### src/rtl/mem_access_unit.sv
// Load/store unit: takes one MIPS load/store at a time and turns it into
// word-wide reads and writes on the data-memory port. Sub-word stores are
// done as read-modify-write. Load data is extracted and extended here.
//
// state | meaning
// IDLE  | ready for a request
// RD    | mem_rd asserted, waiting for mem_ack
// WR    | mem_wr asserted, waiting for mem_ack
// DONE  | resp_valid pulse, back to IDLE next cycle
module mem_access_unit #(
    parameter int ADDR_W  = 8,
    parameter int TIMEOUT = 16
) (
    input  logic              clk,
    input  logic              rst_n,
    input  logic              req_valid,
    output logic              req_ready,
    input  logic [5:0]        opcode,
    input  logic [31:0]       addr,
    input  logic [31:0]       wdata,
    output logic              resp_valid,
    output logic [31:0]       resp_data,
    output logic [1:0]        resp_err,
    output logic [ADDR_W-1:0] mem_addr,
    output logic              mem_rd,
    output logic              mem_wr,
    output logic [31:0]       mem_wdata,
    input  logic [31:0]       mem_rdata,
    input  logic              mem_ack
);

    typedef enum logic [1:0] {IDLE, RD, WR, DONE} state_t;

    localparam logic [5:0] OP_LB  = 6'h20;
    localparam logic [5:0] OP_LH  = 6'h21;
    localparam logic [5:0] OP_LW  = 6'h23;
    localparam logic [5:0] OP_LBU = 6'h24;
    localparam logic [5:0] OP_LHU = 6'h25;
    localparam logic [5:0] OP_SB  = 6'h28;
    localparam logic [5:0] OP_SH  = 6'h29;
    localparam logic [5:0] OP_SW  = 6'h2B;

    localparam logic [1:0] ERR_OK  = 2'b00;
    localparam logic [1:0] ERR_MIS = 2'b01;
    localparam logic [1:0] ERR_TMO = 2'b10;
    localparam logic [1:0] ERR_ILL = 2'b11;

    // Last counter value before giving up; unused when TIMEOUT is 0.
    localparam logic [31:0] TO_LAST = (TIMEOUT > 0) ? 32'(TIMEOUT - 1) : 32'd0;

    state_t              state_q, state_d;
    logic [5:0]          op_q, op_d;
    logic [1:0]          lane_q, lane_d;
    logic [15:0]         wlo_q, wlo_d;
    logic [31:0]         cnt_q, cnt_d;
    logic                req_ready_q, req_ready_d;
    logic                resp_valid_q, resp_valid_d;
    logic [31:0]         resp_data_q, resp_data_d;
    logic [1:0]          resp_err_q, resp_err_d;
    logic [ADDR_W-1:0]   mem_addr_q, mem_addr_d;
    logic                mem_rd_q, mem_rd_d;
    logic                mem_wr_q, mem_wr_d;
    logic [31:0]         mem_wdata_q, mem_wdata_d;

    logic        acc_legal, acc_half, acc_word;
    logic        tmo_hit;
    logic [31:0] rd_shift, load_val, merge_mask, merge_rep;
    logic        unused_addr_bits;

    assign unused_addr_bits = ^addr[31:ADDR_W+2];
    assign tmo_hit = (TIMEOUT != 0) && (cnt_q == TO_LAST);

    // Classify the incoming opcode for the accept-time error checks.
    always_comb begin
        acc_legal = 1'b1;
        acc_half  = 1'b0;
        acc_word  = 1'b0;
        case (opcode)
            OP_LB, OP_LBU, OP_SB: ;
            OP_LH, OP_LHU, OP_SH: acc_half = 1'b1;
            OP_LW, OP_SW:         acc_word = 1'b1;
            default:              acc_legal = 1'b0;
        endcase
    end

    // Lane extraction for loads and lane merge for sub-word stores.
    always_comb begin
        rd_shift   = mem_rdata >> {lane_q, 3'b000};
        load_val   = rd_shift;
        merge_mask = 32'h0000_00FF << {lane_q, 3'b000};
        merge_rep  = {4{wlo_q[7:0]}};
        case (op_q)
            OP_LB:   load_val = {{24{rd_shift[7]}}, rd_shift[7:0]};
            OP_LBU:  load_val = {24'd0, rd_shift[7:0]};
            OP_LH:   load_val = {{16{rd_shift[15]}}, rd_shift[15:0]};
            OP_LHU:  load_val = {16'd0, rd_shift[15:0]};
            default: load_val = rd_shift;
        endcase
        if (op_q == OP_SH) begin
            merge_mask = 32'h0000_FFFF << {lane_q[1], 4'b0000};
            merge_rep  = {2{wlo_q}};
        end
    end

    // Next-state and next-output computation.
    always_comb begin
        state_d     = state_q;
        op_d        = op_q;
        lane_d      = lane_q;
        wlo_d       = wlo_q;
        cnt_d       = cnt_q;
        resp_data_d = resp_data_q;
        resp_err_d  = resp_err_q;
        mem_addr_d  = mem_addr_q;
        mem_wdata_d = mem_wdata_q;
        case (state_q)
            IDLE: begin
                if (req_valid) begin
                    op_d       = opcode;
                    lane_d     = addr[1:0];
                    wlo_d      = wdata[15:0];
                    mem_addr_d = addr[ADDR_W+1:2];
                    cnt_d      = '0;
                    if (!acc_legal) begin
                        state_d     = DONE;
                        resp_err_d  = ERR_ILL;
                        resp_data_d = '0;
                    end else if ((acc_half && addr[0]) || (acc_word && addr[1:0] != 2'b00)) begin
                        state_d     = DONE;
                        resp_err_d  = ERR_MIS;
                        resp_data_d = '0;
                    end else if (opcode == OP_SW) begin
                        state_d     = WR;
                        mem_wdata_d = wdata;
                    end else begin
                        state_d = RD;
                    end
                end
            end
            RD: begin
                if (mem_ack) begin
                    if (op_q == OP_SB || op_q == OP_SH) begin
                        mem_wdata_d = (mem_rdata & ~merge_mask) | (merge_rep & merge_mask);
                        cnt_d       = '0;
                        state_d     = WR;
                    end else begin
                        resp_data_d = load_val;
                        resp_err_d  = ERR_OK;
                        state_d     = DONE;
                    end
                end else if (tmo_hit) begin
                    resp_data_d = '0;
                    resp_err_d  = ERR_TMO;
                    state_d     = DONE;
                end else begin
                    cnt_d = cnt_q + 32'd1;
                end
            end
            WR: begin
                if (mem_ack) begin
                    resp_data_d = '0;
                    resp_err_d  = ERR_OK;
                    state_d     = DONE;
                end else if (tmo_hit) begin
                    resp_data_d = '0;
                    resp_err_d  = ERR_TMO;
                    state_d     = DONE;
                end else begin
                    cnt_d = cnt_q + 32'd1;
                end
            end
            default: state_d = IDLE;
        endcase
        req_ready_d  = (state_d == IDLE);
        resp_valid_d = (state_d == DONE);
        mem_rd_d     = (state_d == RD);
        mem_wr_d     = (state_d == WR);
    end

    // State and registered outputs; reset drops strobes immediately.
    always_ff @(posedge clk or negedge rst_n) begin
        if (!rst_n) begin
            state_q      <= IDLE;
            op_q         <= '0;
            lane_q       <= '0;
            wlo_q        <= '0;
            cnt_q        <= '0;
            req_ready_q  <= 1'b1;
            resp_valid_q <= 1'b0;
            resp_data_q  <= '0;
            resp_err_q   <= '0;
            mem_addr_q   <= '0;
            mem_rd_q     <= 1'b0;
            mem_wr_q     <= 1'b0;
            mem_wdata_q  <= '0;
        end else begin
            state_q      <= state_d;
            op_q         <= op_d;
            lane_q       <= lane_d;
            wlo_q        <= wlo_d;
            cnt_q        <= cnt_d;
            req_ready_q  <= req_ready_d;
            resp_valid_q <= resp_valid_d;
            resp_data_q  <= resp_data_d;
            resp_err_q   <= resp_err_d;
            mem_addr_q   <= mem_addr_d;
            mem_rd_q     <= mem_rd_d;
            mem_wr_q     <= mem_wr_d;
            mem_wdata_q  <= mem_wdata_d;
        end
    end

    assign req_ready  = req_ready_q;
    assign resp_valid = resp_valid_q;
    assign resp_data  = resp_data_q;
    assign resp_err   = resp_err_q;
    assign mem_addr   = mem_addr_q;
    assign mem_rd     = mem_rd_q;
    assign mem_wr     = mem_wr_q;
    assign mem_wdata  = mem_wdata_q;

endmodule

### config.mk
export PLATFORM = sky130hd
export DESIGN_NAME = mem_access_unit
export DESIGN_NICKNAME = d
export VERILOG_FILES = /design/src/rtl/mem_access_unit.sv
export SDC_FILE = /design/constraint.sdc
export NUM_CORES = 1
export LEC_CHECK = 0
export CORE_UTILIZATION = 50
export DETAILED_ROUTE_END_ITERATION = 8
export GPL_TIMING_DRIVEN = 0
export PLACE_DENSITY = 0.85
export RECOVER_POWER = 100
export SLEW_MARGIN = 20
export SYNTH_ARGS = -nofsm -noshare
export SYNTH_HDL_FRONTEND = slang
export SYNTH_SLANG_ARGS = --single-unit
### constraint.sdc
create_clock -name clk -period 2.85 [get_ports clk]
set_clock_uncertainty 0.05 [all_clocks]
set_input_delay 0.4275 -clock clk [delete_from_list [all_inputs] [get_ports clk]]
set_output_delay 0.4275 -clock clk [all_outputs]
set_load 0.01 [all_outputs]
==> summary.txt <==
Status
  – Outcome: finished, final reports clean

Synthesis
  – Mapped cell area: 0.00748 mm2
  – Syn avg cell area: 9.67 um2
  – Post-synth top flop: dfrtp_1
  – Cells after Synth: 774
  – Number of synthesized register bits: 136
  – Async S/R FF share, synth: 1.00
  – Synth warn: 0
  – Net Count, Synth: 886
  – Seq/Total Area, Yosys: 0.455
  – Number of synthesized flops with an enable pin: 0
  – Number of distinct library cells after synthesis: 65

Die
  – Initial core utilization: 0.513
  – Core footprint: 0.0146 mm2
  – Chip Height: 124 um
  – Die Area: 0.0155 mm2
  – Row cnt: 44
  – Width of the die: 124 um
  – IO Pins: 184

Place
  – DP Area: 0.00935 mm2
  – GP Congestion: 0.935
  – Dpl hpwl: 17.3 mm
  – Port Buffers: 160
  – Dpl ws: -0.316 ns

STA
  – Final period util: 0.960
  – Fin. Hold Viols: 0
  – Fin. max-slew vios: 0
  – Min Hold Slack: 0.426 ns
  – Fin Setup TNS: 0 ns
  – Slew HR: 0.118
  – Final setup vio count: 0
  – Final worst path period need: 2.74 ns
  – FMAX: 365 MHz
  – RSZ-0062 raised after global routing: true
  – Worst Tran Pin Value: 1.32 ns
  – Setup WS post-layout: 0.113 ns

Routing
  – Initial drt markers: 1036
  – Pre-antenna DRT Iters: 6
  – WL/cell: 20.3 um
  – Routed vias: 7204
  – Final WL: 23.4 mm
  – Remaining antenna violation count: 0
  – Drt drc: 0
  – Vias per cell: 6.26

Clocking
  – Max Root-Sink Buffers: 2
  – Clock latency on the worst-skew pair: 0.43 ns
  – Total CTS buffers: 17
  – CTS tree: yes
  – CTS Sinks: 136
  – H-tree level count: 4
  – Root Driver: clkbuf_16
  – Clock slew at the register clock pins of the worst setup and hold paths: 0.06 ns

Min path
  – Min-delay src: mem_wdata[10]
  – Hold Path Sink: mem_wdata[10]
  – Worst Hold Depth: 2
  – Hold Crit Class: register to register

Setup path
  – RR Endpoint: cnt_q[5]
  – Reg2Reg Depth: 9
  – Worst EP arrival: 2.98 ns
  – Worst Path Max Fanout: 10
  – CP endpoint kind: register
  – Worst Setup SP: state_q[1]
  – R2r startpoint: state_q[1]
  – Worst R2R Setup Slack: 0.11 ns
  – CP Launch Type: register
  – Critical path class: register to register
  – Critical Path RT: 3.09 ns

Global route
  – Antenna violations before repair: 0
  – Vias in the first global route: 6830
  – Largest net degree at the start of global routing: 86
  – Grt total ovfl: 0
  – Overall Global Routing Usage: 0.312
  – First-pass GRT wire length: 37.6 mm

Final layout
  – Layout fillers: 1080
  – Footprint of the multi-input gates: 0.00378 mm2
  – Register Area: 0.00340 mm2
  – Finished layout cell area: 0.00987 mm2
  – Syn-to-layout area delta: 31.9%
  – Layout Nets: 1068
  – Layout cells sized above 1: 0.0963
  – Antenna Cells: 0

Power
  – Leak: 4.25 nW
  – VDD IR max: 0.639 mV
  – P per Cell Area: 1020 mW/mm2
  – Pwr Total: 10.1 mW

Run
  – Max-cap violations: 0
==> per-layer routing <==
metal,share of wire,GRT usage,wire length [um],vias up
li1,-,-,-,3227
met1,0.42,0.433,9860,3490
met2,0.45,0.469,10600,427
met3,0.094,0.0743,2210,60
met4,0.033,0.130,773,0
met5,0,0,0,-
==> logic make-up (layout without fill, tap and decap cells) <==
logic type | count (synthesis) | count (layout) | share of synthesized area
buffers and inverters | 72 | 264 | 0.0403
and+or+nand+nor | 258 | 258 | 0.179
adders and majority gates | 6 | 6 | 0.0100
AOI/OAI and AO/OA | 208 | 208 | 0.186
xor gates and xnor gates | 17 | 17 | 0.0199
DFF | 136 | 136 | 0.455
muxes | 77 | 77 | 0.110
==> metrics by stage <==
step | util | cells
2_1_floorplan | - | 774
3_3_place_gp | 0.639 | 1118
3_5_place_dp | 0.641 | 1119
4_1_cts | 0.678 | 1149
5_1_grt | 0.677 | 1150
6_report | 0.677 | 1150
==> placed cells by master, fill, tap and decap left out, types with 6 or more instances in the layout <==
| master | synthesis | final |
|---|---|---|
| and3_1 | 10 | 10 |
| a22o_1 | 18 | 18 |
| inv_1 | 25 | 25 |
| or3_1 | 14 | 14 |
| o211ai_1 | 11 | 11 |
| a31oi_1 | 11 | 11 |
| nand2b_1 | 20 | 20 |
| clkdlybuf4s50_1 | 0 | 81 |
| nor3_1 | 13 | 13 |
| o21ai_1 | 24 | 19 |
| dlygate4sd3_1 | 0 | 79 |
| dfrtp_1 | 135 | 135 |
| clkbuf_16 | 0 | 17 |
| clkbuf_1 | 29 | 31 |
| nor2b_1 | 10 | 10 |
| a221oi_1 | 8 | 8 |
| ha_1 | 6 | 6 |
| o21ai_0 | 43 | 48 |
| xnor2_1 | 6 | 6 |
| nand3_1 | 23 | 23 |
| nor4_1 | 16 | 16 |
| o221ai_1 | 8 | 8 |
| a21oi_1 | 39 | 39 |
| nor2_1 | 40 | 39 |
| o31ai_1 | 10 | 10 |
| a32o_1 | 7 | 7 |
| mux2_2 | 31 | 31 |
| nand4_1 | 20 | 20 |
| nand2_1 | 67 | 67 |
| o2bb2ai_1 | 8 | 8 |
| xor2_1 | 11 | 11 |
| buf_2 | 10 | 10 |
| mux2i_1 | 45 | 45 |
==> registers in the layout, indices dropped and copies added (netlist names) <==
name	cells
mem_wdata	32
lane_q	2
resp_err	2
resp_data	32
wlo_q	16
req_ready	1
resp_valid	1
mem_rd	1
mem_addr	8
op_q	6
mem_wr	1
state_q	2
cnt_q	32
==> area by class of cell <==
type | count | area share
Buffer | 47 | 0.0215
Clock buffer | 25 | 0.0492
Clock inverter | 4 | 0.00456
Inverter | 25 | 0.00950
Multi-Input combinational cell | 566 | 0.382
Sequential cell | 136 | 0.345
Tap cell | 184 | 0.0233
Timing Repair Buffer | 163 | 0.165
==> what timing repair did <==
| item | in CTS | in global routing |
|---|---|---|
| setup endpoints to repair | 14 | 72 |
| setup buffers | 0 | 1 |
| hold endpoints to repair | 51 | 0 |
| resized for setup | 2 | 7 |
| hold buffers | 1 | 0 |
==> synth_stat cells (5+ instances only) <==
library cell  instances  share of area
a221oi_1              8         0.0094
buf_1                 5         0.0025
a21oi_1              39          0.026
mux2i_1              45          0.060
clkbuf_1             29          0.015
or3_1                14          0.012
buf_2                10         0.0067
o221ai_1              8         0.0094
o21ai_1              24          0.016
mux2_2               31          0.047
o211ai_1             11          0.011
o31ai_1              10          0.010
nand2_1              67          0.034
a22o_1               18          0.021
o2bb2ai_1             8         0.0094
xnor2_1               6         0.0070
xor2_1               11          0.013
nand3_1              23          0.015
dfrtp_1             135           0.45
nor4_1               16          0.013
nor2b_1              10         0.0084
a32o_1                7         0.0094
o21ai_0              43          0.029
or4_1                 5         0.0050
nand2b_1             20          0.017
nor2_1               40          0.020
and3_1               10         0.0084
inv_1                25          0.013
nand4_1              20          0.017
a31oi_1              11         0.0092
ha_1                  6          0.010
nor3_1               13         0.0087
==> worst max path at each step <==
stage / end / slack (ns) / cells past startpoint
2_1_floorplan: resp_data[12] / 0.60 / 8
3_3_place_gp: mem_wdata[30] / -4.05 / 1
4_1_cts: mem_wdata[18] / 0.08 / 9
5_1_grt: resp_data[14] / -0.03 / 8
3_5_place_dp: mem_wdata[6] / -0.32 / 7
6_report: cnt_q[5] / 0.11 / 9
==> worst max-delay path, stage by stage, from the launching register on <==
cell,delay (ns)
dfrtp_1,0.44
inv_1,0.10
ha_1,0.19
clkbuf_1,0.24
or2_2,0.40
o211ai_2,0.19
and3_1,0.22
clkbuf_1,0.23
clkbuf_1,0.42
nor2_1,0.12
==> where the power goes <==
group | switching (mW) | total [mW] | internal (mW)
combinational | 3.03 | 5.09 | 2.06
sequential | 0.369 | 2.94 | 2.57
clock | 0.790 | 2.04 | 1.25
(Power assumes the default switching activity.)
